==> src/rtl/instr_encoder_loader_pkg.sv <==
// Shared constants for the instruction encoder/loader: opcode values (same as the decoder),
// error codes, FSM states and the opcode-to-format classification.
package instr_encoder_loader_pkg;

  localparam logic [6:0] OP_NOP = 7'h00;
  localparam logic [6:0] OP_ADD = 7'h02;
  localparam logic [6:0] OP_SUB = 7'h05;
  localparam logic [6:0] OP_SLT = 7'h65;
  localparam logic [6:0] OP_AND = 7'h08;
  localparam logic [6:0] OP_OR  = 7'h09;
  localparam logic [6:0] OP_XOR = 7'h0A;
  localparam logic [6:0] OP_ST  = 7'h20;
  localparam logic [6:0] OP_LOD = 7'h21;
  localparam logic [6:0] OP_NOT = 7'h0B;
  localparam logic [6:0] OP_MOV = 7'h40;
  localparam logic [6:0] OP_LSL = 7'h0C;
  localparam logic [6:0] OP_LSR = 7'h0D;
  localparam logic [6:0] OP_JMR = 7'h61;
  localparam logic [6:0] OP_ADI = 7'h42;
  localparam logic [6:0] OP_SBI = 7'h45;
  localparam logic [6:0] OP_ANI = 7'h48;
  localparam logic [6:0] OP_ORI = 7'h49;
  localparam logic [6:0] OP_XRI = 7'h4A;
  localparam logic [6:0] OP_AIU = 7'h52;
  localparam logic [6:0] OP_SIU = 7'h55;
  localparam logic [6:0] OP_BZ  = 7'h60;
  localparam logic [6:0] OP_BNZ = 7'h69;
  localparam logic [6:0] OP_JMP = 7'h44;
  localparam logic [6:0] OP_JML = 7'h30;

  localparam logic [1:0] ERR_NONE     = 2'b00;
  localparam logic [1:0] ERR_ILLEGAL  = 2'b01;
  localparam logic [1:0] ERR_RANGE    = 2'b10;
  localparam logic [1:0] ERR_OVERFLOW = 2'b11;

  typedef enum logic [1:0] {
    ST_IDLE  = 2'd0,
    ST_RUN   = 2'd1,
    ST_DONE  = 2'd2,
    ST_ERROR = 2'd3
  } enc_state_e;

  typedef enum logic [2:0] {
    CLS_NOP        = 3'd0,
    CLS_R          = 3'd1,
    CLS_I_SIGNED   = 3'd2,
    CLS_I_UNSIGNED = 3'd3,
    CLS_ILLEGAL    = 3'd4
  } op_class_e;

  function automatic op_class_e op_class(input logic [6:0] op);
    op_class_e cls;
    case (op)
      OP_NOP: cls = CLS_NOP;
      OP_ADD, OP_SUB, OP_SLT, OP_AND, OP_OR, OP_XOR, OP_ST,
      OP_LOD, OP_NOT, OP_MOV, OP_LSL, OP_LSR, OP_JMR: cls = CLS_R;
      OP_ADI, OP_SBI, OP_BZ, OP_BNZ, OP_JMP, OP_JML: cls = CLS_I_SIGNED;
      OP_ANI, OP_ORI, OP_XRI, OP_AIU, OP_SIU: cls = CLS_I_UNSIGNED;
      default: cls = CLS_ILLEGAL;
    endcase
    return cls;
  endfunction

endpackage

==> src/rtl/instr_encoder_loader_packer.sv <==
// Combinational field packer: classifies the opcode, checks the immediate range for its
// class and builds the 32-bit instruction word.
module instr_field_packer
  import instr_encoder_loader_pkg::*;
(
  input  logic [6:0]  op_i,
  input  logic [4:0]  dr_i,
  input  logic [4:0]  sa_i,
  input  logic [4:0]  sb_i,
  input  logic [15:0] imm_i,
  output logic [31:0] word_o,
  output logic        illegal_o,
  output logic        range_err_o
);

  op_class_e cls_s;

  assign cls_s = op_class(op_i);

  // Signed immediates fit 15 bits when bits 15 and 14 agree; unsigned ones need bit 15 clear.
  always_comb begin
    word_o      = 32'h0000_0000;
    illegal_o   = 1'b0;
    range_err_o = 1'b0;
    case (cls_s)
      CLS_NOP: begin
        word_o = 32'h0000_0000;
      end
      CLS_R: begin
        word_o = {op_i, dr_i, sa_i, sb_i, 10'd0};
      end
      CLS_I_SIGNED: begin
        word_o      = {op_i, dr_i, sa_i, imm_i[14:0]};
        range_err_o = (imm_i[15] != imm_i[14]);
      end
      CLS_I_UNSIGNED: begin
        word_o      = {op_i, dr_i, sa_i, imm_i[14:0]};
        range_err_o = imm_i[15];
      end
      default: begin
        illegal_o = 1'b1;
      end
    endcase
  end

endmodule

==> src/rtl/instr_encoder_loader.sv <==
// Program loader: encodes field bundles from a valid/ready stream and writes them to
// sequential instruction-memory addresses. Define ENC_CHECKSUM_EN to add the XOR checksum port.
module instr_encoder_loader
  import instr_encoder_loader_pkg::*;
#(
  parameter int                ADDR_W    = 10,
  parameter logic [ADDR_W-1:0] BASE_ADDR = {ADDR_W{1'b0}}
) (
  input  logic              clk,
  input  logic              rst_n,
  input  logic              start_i,
  input  logic              in_valid_i,
  output logic              in_ready_o,
  input  logic              in_last_i,
  input  logic [6:0]        in_op_i,
  input  logic [4:0]        in_dr_i,
  input  logic [4:0]        in_sa_i,
  input  logic [4:0]        in_sb_i,
  input  logic [15:0]       in_imm_i,
  output logic              imem_we_o,
  output logic [ADDR_W-1:0] imem_addr_o,
  output logic [31:0]       imem_wdata_o,
  output logic              busy_o,
  output logic              done_o,
  output logic              err_o,
  output logic [1:0]        err_code_o,
`ifdef ENC_CHECKSUM_EN
  output logic [31:0]       checksum_o,
`endif
  output logic [ADDR_W:0]   word_count_o
);

  localparam logic [ADDR_W-1:0] ADDR_ONE  = {{(ADDR_W-1){1'b0}}, 1'b1};
  localparam logic [ADDR_W-1:0] ADDR_MAX  = {ADDR_W{1'b1}};
  localparam logic [ADDR_W:0]   COUNT_ONE = {{ADDR_W{1'b0}}, 1'b1};

  enc_state_e        state_q, state_d;
  logic [ADDR_W-1:0] ptr_q, ptr_d;
  logic              full_q, full_d;
  logic [ADDR_W:0]   count_q, count_d;
  logic [1:0]        code_q, code_d;
  logic              we_q, we_d;
  logic [ADDR_W-1:0] addr_q, addr_d;
  logic [31:0]       wdata_q, wdata_d;
`ifdef ENC_CHECKSUM_EN
  logic [31:0]       cks_q, cks_d;
`endif

  logic [31:0] word_s;
  logic        illegal_s;
  logic        range_err_s;

  instr_field_packer u_packer (
    .op_i        (in_op_i),
    .dr_i        (in_dr_i),
    .sa_i        (in_sa_i),
    .sb_i        (in_sb_i),
    .imm_i       (in_imm_i),
    .word_o      (word_s),
    .illegal_o   (illegal_s),
    .range_err_o (range_err_s)
  );

  // full_q marks that the last address has been written, so the pointer never wraps.
  always_comb begin
    state_d = state_q;
    ptr_d   = ptr_q;
    full_d  = full_q;
    count_d = count_q;
    code_d  = code_q;
    we_d    = 1'b0;
    addr_d  = addr_q;
    wdata_d = wdata_q;
`ifdef ENC_CHECKSUM_EN
    cks_d   = cks_q;
`endif
    case (state_q)
      ST_IDLE, ST_DONE, ST_ERROR: begin
        if (start_i) begin
          state_d = ST_RUN;
          ptr_d   = BASE_ADDR;
          full_d  = 1'b0;
          count_d = {(ADDR_W+1){1'b0}};
          code_d  = ERR_NONE;
`ifdef ENC_CHECKSUM_EN
          cks_d   = 32'h0000_0000;
`endif
        end else begin
          state_d = state_q;
        end
      end
      ST_RUN: begin
        if (!in_valid_i) begin
          state_d = ST_RUN;
        end else if (illegal_s) begin
          state_d = ST_ERROR;
          code_d  = ERR_ILLEGAL;
        end else if (range_err_s) begin
          state_d = ST_ERROR;
          code_d  = ERR_RANGE;
        end else if (full_q) begin
          state_d = ST_ERROR;
          code_d  = ERR_OVERFLOW;
        end else begin
          we_d    = 1'b1;
          addr_d  = ptr_q;
          wdata_d = word_s;
          count_d = count_q + COUNT_ONE;
`ifdef ENC_CHECKSUM_EN
          cks_d   = cks_q ^ word_s;
`endif
          if (ptr_q == ADDR_MAX) begin
            full_d = 1'b1;
          end else begin
            ptr_d = ptr_q + ADDR_ONE;
          end
          if (in_last_i) begin
            state_d = ST_DONE;
          end else begin
            state_d = ST_RUN;
          end
        end
      end
      default: begin
        state_d = ST_IDLE;
      end
    endcase
  end

  // State and output registers; reset aborts a session and clears every output.
  always_ff @(posedge clk or negedge rst_n) begin
    if (!rst_n) begin
      state_q <= ST_IDLE;
      ptr_q   <= {ADDR_W{1'b0}};
      full_q  <= 1'b0;
      count_q <= {(ADDR_W+1){1'b0}};
      code_q  <= ERR_NONE;
      we_q    <= 1'b0;
      addr_q  <= {ADDR_W{1'b0}};
      wdata_q <= 32'h0000_0000;
`ifdef ENC_CHECKSUM_EN
      cks_q   <= 32'h0000_0000;
`endif
    end else begin
      state_q <= state_d;
      ptr_q   <= ptr_d;
      full_q  <= full_d;
      count_q <= count_d;
      code_q  <= code_d;
      we_q    <= we_d;
      addr_q  <= addr_d;
      wdata_q <= wdata_d;
`ifdef ENC_CHECKSUM_EN
      cks_q   <= cks_d;
`endif
    end
  end

  assign in_ready_o   = (state_q == ST_RUN);
  assign busy_o       = (state_q == ST_RUN);
  assign done_o       = (state_q == ST_DONE);
  assign err_o        = (state_q == ST_ERROR);
  assign err_code_o   = code_q;
  assign imem_we_o    = we_q;
  assign imem_addr_o  = addr_q;
  assign imem_wdata_o = wdata_q;
  assign word_count_o = count_q;
`ifdef ENC_CHECKSUM_EN
  assign checksum_o   = cks_q;
`endif

endmodule

==> config.mk <==
export PLATFORM = sky130hd
export DESIGN_NAME = instr_encoder_loader
export DESIGN_NICKNAME = d
export VERILOG_FILES = /design/src/rtl/instr_encoder_loader_pkg.sv /design/src/rtl/instr_encoder_loader_packer.sv /design/src/rtl/instr_encoder_loader.sv
export SDC_FILE = /design/constraint.sdc
export NUM_CORES = 1
export LEC_CHECK = 0
export ABC_AREA = 1
export CAP_MARGIN = 10
export CORE_ASPECT_RATIO = 0.8
export CORE_MARGIN = 3
export CORE_UTILIZATION = 30
export DETAILED_ROUTE_END_ITERATION = 10
export SETUP_SLACK_MARGIN = 0.2
export SYNTH_ARGS = -nofsm -noshare
export SYNTH_HDL_FRONTEND = slang
export SYNTH_SLANG_ARGS = --single-unit
export TNS_END_PERCENT = 10
==> constraint.sdc <==
create_clock -name clk -period 2 [get_ports clk]
set_input_delay 0.3 -clock clk [delete_from_list [all_inputs] [get_ports clk]]
set_output_delay 0.3 -clock clk [all_outputs]
set_load 0.005 [all_outputs]
# Word level (Yosys, flattened, before mapping)
# Cells that the tools add are included.
# word_totals
in_bits	43
ff_bits	69
# classes
add_sub_neg	2
eq_ne	39
muxes	41
bitwise	2
reduce_logical	14
# op_table
op	count
$eq A7 B7 Y1 const B	13
$pmux W32 S2	1
$mux W10	6
$mux W11	5
$eq A7 B4 Y1 const B	6
$mux W2	11
$pmux W11 S2	1
$eq A7 B6 Y1 const B	3
$pmux W10 S2	1
$reduce_or A13 Y1	1
$ne A2 B2 Y1 const B	6
$pmux W3 S4	1
$add A11 B1 Y11 const B	1
$mux W1	11
$add A10 B1 Y10 const B	1
$eq A10 B10 Y1 const B	1
$reduce_and A5 Y1	2
$pmux W2 S2	2
$eq A7 B2 Y1 const B	1
$eq A7 B3 Y1 const B	1
$logic_not A7 Y1	1
$eq A3 B2 Y1 const B	2
$reduce_and A6 Y1	1
$reduce_or A6 Y1	1
15 further kinds	18

# Depth between registers and ports, before layout
# Gate-level depths: netlist of run 1.
# depth
depth_word	9
ltp_mapped	14
mapped_depth_nobuf	13

# Hierarchy
# A second synthesis of run 1 with hierarchy kept.
# unflattened
cells_unflattened	551
area_unflattened_um2	3926.3
# modules_own_cells
mod	area_per_inst_um2	cells_per_inst	n_inst
instr_encoder_loader	3139.3	391	1
instr_field_packer	787.0	160	1

# Least setup slack after synthesis of run 1
# No wires, ideal clock.
# synth_timing
path_type	input -> register
startpoint	in in_op_i[5]
endpoint	reg count_q[10], in the netlist word_count_o[10]
arrival_time_ps	1486
stages	12
n_path_buf	2
setup_ps	117
setup_slack_ps	397
cell_sequence	inv_1 -> nand2_1 -> nor2_1 -> inv_1 -> o21ai_1 -> nand2_1 -> nand2_1 -> nand2_1 -> buf_6 -> buf_2 -> nand4_1 -> nand2_1
# synth_via
elab_chain_len	7
elab_cells_between_ends	38
classes_between	eq/ne (29); mux (2); reduce/logical (7)
# synth_rtl
item	line	source
from (decl)	instr_encoder_loader.sv:15	input logic [6:0] in_op_i,
$eq A7 B2 Y1 (tied with other cells)	instr_encoder_loader_pkg.sv:53	case (op)
$reduce_or A13 Y1 (tied with other cells)	instr_encoder_loader_pkg.sv:53	
$pmux W3 S4 (*)	instr_encoder_loader_pkg.sv:53	
$eq A3 B2 Y1 (tied with other cells)	instr_encoder_loader_packer.sv:25	case (cls_s)
$pmux W1 S2 / $reduce_or A4 Y1 (equally long branches)	--	
$ne A2 B2 Y1 (no line)	--	
$reduce_and A5 Y1 (no line) (*)	--	
to (signal assigned)	instr_encoder_loader.sv:136	count_q <= {(ADDR_W+1){1'b0}};
to (signal assigned)	instr_encoder_loader.sv:148	count_q <= count_d;
to (decl)	instr_encoder_loader.sv:40	logic [ADDR_W:0] count_q, count_d;
# Mark *: on every way between the ends. The rest lies on a longest branch, timed or not.
# A chain may end at the register's enable or synchronous reset.

# Worst setup path in the final report of run 1
# layout_timing
startpoint	reg state_q[1]
endpoint	out in_ready_o
# layout_via
elab_chain_len	1
# layout_rtl
item	line	source
from (decl)	instr_encoder_loader.sv:37	enc_state_e state_q, state_d;
from (signal assigned)	instr_encoder_loader.sv:145	state_q <= state_d;
$eq A2 B1 Y1	instr_encoder_loader.sv:159	assign in_ready_o = (state_q == ST_RUN);
to (decl)	instr_encoder_loader.sv:13	output logic in_ready_o,
# No other way between the ends.

==> reports/qor.yml, run 1 <==
sta:
  rsz0062_at_grt: "yes"
  setup_viol: 0
  max_slew_margin_pct: 60.9
  clock_skew_ns: 0.00621
  hold_violations: 0
  max_freq_mhz: 551
  finalMaxSlewViolations: 0
  period_needed_ns: 1.82
  finalCritPeriodShare_pct: 90.8
  worst_pin_slew_ns: 0.587
synth:
  yosysSeqAreaShare_pct: 47.6
  syn_area_per_cell_sq_um: 7.98
  synth_top_area_share_pct: 47.6
  netlist_area_sq_um: 3630
  postSynthCellCount: 455
  ys_ff_latch: 69
  synth_cell_types: 31
  yosysWarningCount: 0
  yosysTopAreaCell: "dfrtp_1"
  synth_nets: 500
  synth_area_leaders: "dfrtp_1 48%, nand2_1 17%, nand3_1 5.7%, nor2_1 4.3%, nand4_1 3.8%"
critical_path:
  reg2reg_slack_ns: 0.30
  slowest_delay_ns: 0.51
  path_cells: "nor2_2 > buf_6 > clkdlybuf4s50_1"
  worst-setup-path-type: "flip-flop to output port"
  required_ns: 1.70
  slowest_stage: "clkdlybuf4s50_1"
  reg2reg_from: "ptr_q[0]"
  cp_max_fo: 6
  start_kind: "flip-flop"
  cp-end-kind: "output port"
  arrival_ns: 1.52
  ff2ff_path_depth: 9
  r2r_end: "ptr_q[6]"
floorplanning:
  ios: 103
  die_y_um: 104
  die_w_um: 129
  die-area_sq_um: 13500
  initial_core_util_pct: 31.2
  rows: 35
  coreArea_sq_um: 11600
pwr:
  finalPower_uw: 4640
  p_comb_share_pct: 27.1
  powerDensity_nw_per_um2: 849
  p_seq_share_pct: 37.7
  peakVddDrop_v: 0.000505
  swShare_pct: 28.9
  switchingPower_uw: 1340
  internal-power_uw: 3300
  p_leak_uw: 0.00262
  clkPwrFrac_pct: 35.2
detailed_routing:
  drt-total-wl_um: 10100
  drtPass1Iterations: 4
  post_drt_wl_per_cell_um: 13.7
  postRouteAntennaNets: 0
  via_per_inst: 4.68
  drc_errors: 0
  drt_iter0_drc: 197
  vias: 3446
layout:
  diodes: 0
  num-nets-final: 629
  post_route_cells_drive_above_1_share_pct: 16.3
  fin_util_pct: 46.9
  syn_to_final_growth_pct: 50.5
flow_run:
  drv_cap: 0
clock_tree:
  clk_latency_ns: 0.33
  cts_root_buf: "clkbuf_16"
  cts_sinks: 69
  path_clk_slew_ns: 0.06
  cts_buffers: 9
  h-tree-depth: 3
  cts_tree: "built"
  cts_buffer_depth: 2
placement:
  dp_hpwl_um: 7280
  portBuffers: 102
  gp_congestion: 0.892
hold_path:
  hold_depth: 3
  holdCritPathClass: "input port to flip-flop"
  min_from: "in_op_i[3]"
  whs_endpoint: "imem_wdata_o[28]"
grt:
  grt.overflow.total: 0
  track_usage_pct: 15.1
  antenna_found_initial: 0
  grt_pass1_vias: 3351
  grt_start_max_net_pins: 34
  grt_first_pass_wirelength_um: 16500
outcome:
  status: "complete, no violations"
==> power by group through the flow <==
| stage | Combinational [uW] | Clock [uW] | Sequential [uW] |
|---|---|---|---|
| 3_3_place_gp | 1210 | 0 | 1770 |
| 2_1_floorplan | 516 | 0 | 1760 |
| 5_1_grt | 1390 | 1730 | 1780 |
| 4_1_cts | 1240 | 1690 | 1750 |
| 6_report | 1260 | 1630 | 1750 |
| 3_5_place_dp | 1230 | 0 | 1770 |
==> Yosys cell counts, drive strengths merged <==
library cell  count
ha                2
buf              16
xnor2             2
nand3            43
clkbuf            4
nor3              8
nand2           165
o21ai            18
nand4            22
nand3b            1
dfrtp            69
nor3b             1
or2               1
xor2             14
a22oi             6
inv              32
a21oi             3
nor2             48
==> registers in the layout, indices dropped and copies added, names as in the netlist <==
register / count
imem_wdata_o: 32
word_count_o: 11
imem_addr_o: 10
ptr_q: 10
err_code_o: 2
state_q: 2
full_q: 1
imem_we_o: 1
==> cell type report <==
class | instances | area, sq um
fill | 1132 | 6190
timing repair buffer | 138 | 1400
inverter | 32 | 129
clock inverter | 5 | 58.8
tap | 148 | 185
sequential | 69 | 1730
clock buffer | 11 | 253
multi-input combinational | 334 | 1710
==> kinds of logic after synthesis <==
group | share of synthesized area, %
flip-flops | 47.6
AO/OA/AOI/OAI | 5.27
XOR/XNOR | 3.86
buffers and inverters | 7.48
AND/OR/NAND/NOR | 35.1
adder cells (fa/ha/maj) | 0.689
==> routing by layer <==
| layer | track usage [%] | vias up | routed length (um) |
|---|---|---|---|
| li1 | - | 1726 | - |
| met1 | 21.8 | 1606 | 5060 |
| met3 | 3.70 | 9 | 501 |
| met5 | 0 | - | 0 |
| met4 | 3.82 | 0 | 108 |
| met2 | 22.6 | 105 | 4420 |
==> stage by stage <==
step | TNS [ns] | cell area [sq um] | instances | hold WS [ns] | worst slack, ns
3_5_place_dp | -19.63 | 5000 | 718 | 0.340 | -0.405
3_3_place_gp | -16.98 | 5000 | 718 | 0.344 | -0.285
6_report | 0 | 5460 | 737 | 0.288 | 0.184
4_1_cts | 0 | 5350 | 735 | 0.440 | 0.161
5_1_grt | 0 | 5460 | 737 | 0.323 | 0.101
2_1_floorplan | 0 | 3630 | 455 | 0.00441 | 0.397
==> what timing repair did <==
action | CTS | global route
pin swaps | 1 | 5
hold buffers | 1 | 0
endpoints found under the setup margin | 68 | 69
buffers inserted | 0 | 1
resized for setup | 13 | 24
endpoints found under the hold margin | 22 | 0
cloned | 0 | 1
==> worst max-delay path, delay by kind of cell, from the launching register on <==
kind / cells / cell delay, ns
buffers and inverters: 2 / 0.65
flip-flops: 1 / 0.40
AND/OR/NAND/NOR: 1 / 0.15
==> cell usage in the layout (no fill, tap or decap), types with 2 or more instances in the layout <==
cell / count
ha_1: 2
nor2_2: 6
nor3_1: 6
inv_2: 5
a21oi_1: 3
clkinvlp_4: 3
clkdlybuf4s50_1: 93
nand3_1: 39
nand4_1: 22
buf_4: 23
dlygate4sd2_1: 3
nand2_1: 161
nand2_4: 3
nand3_2: 3
xor2_1: 14
nor2_4: 2
o21ai_2: 11
a22oi_1: 2
inv_1: 25
dlymetal6s2s_1: 3
xnor2_1: 2
buf_6: 5
o21ai_0: 3
clkbuf_16: 10
nor2_1: 39
a22oi_2: 4
o21ai_1: 3
clkbuf_8: 2
dfrtp_1: 69
buf_12: 6
nor3_2: 2
==> how the worst max path moves through the flow <==
stage	start	endpoint	depth (start not counted)
after floorplan	in_op_i[5]	word_count_o[10]	12
after global placement	in_op_i[0]	imem_wdata_o[1]	13
after detailed placement	in_op_i[3]	imem_wdata_o[25]	9
after CTS	in_op_i[4]	imem_wdata_o[1]	12
after global routing	state_q[0]	in_ready_o	4
final	state_q[1]	in_ready_o	3
No activity file was read; power rests on OpenSTA's default activity.
==> run 2, diff against run 1 <==
- CTS_CLUSTER_SIZE: default -> 16
- SKIP_LAST_GASP: default -> 1
==> results of run 2 <==
No change in the layout: final DEF, timing and power equal those of run 1.
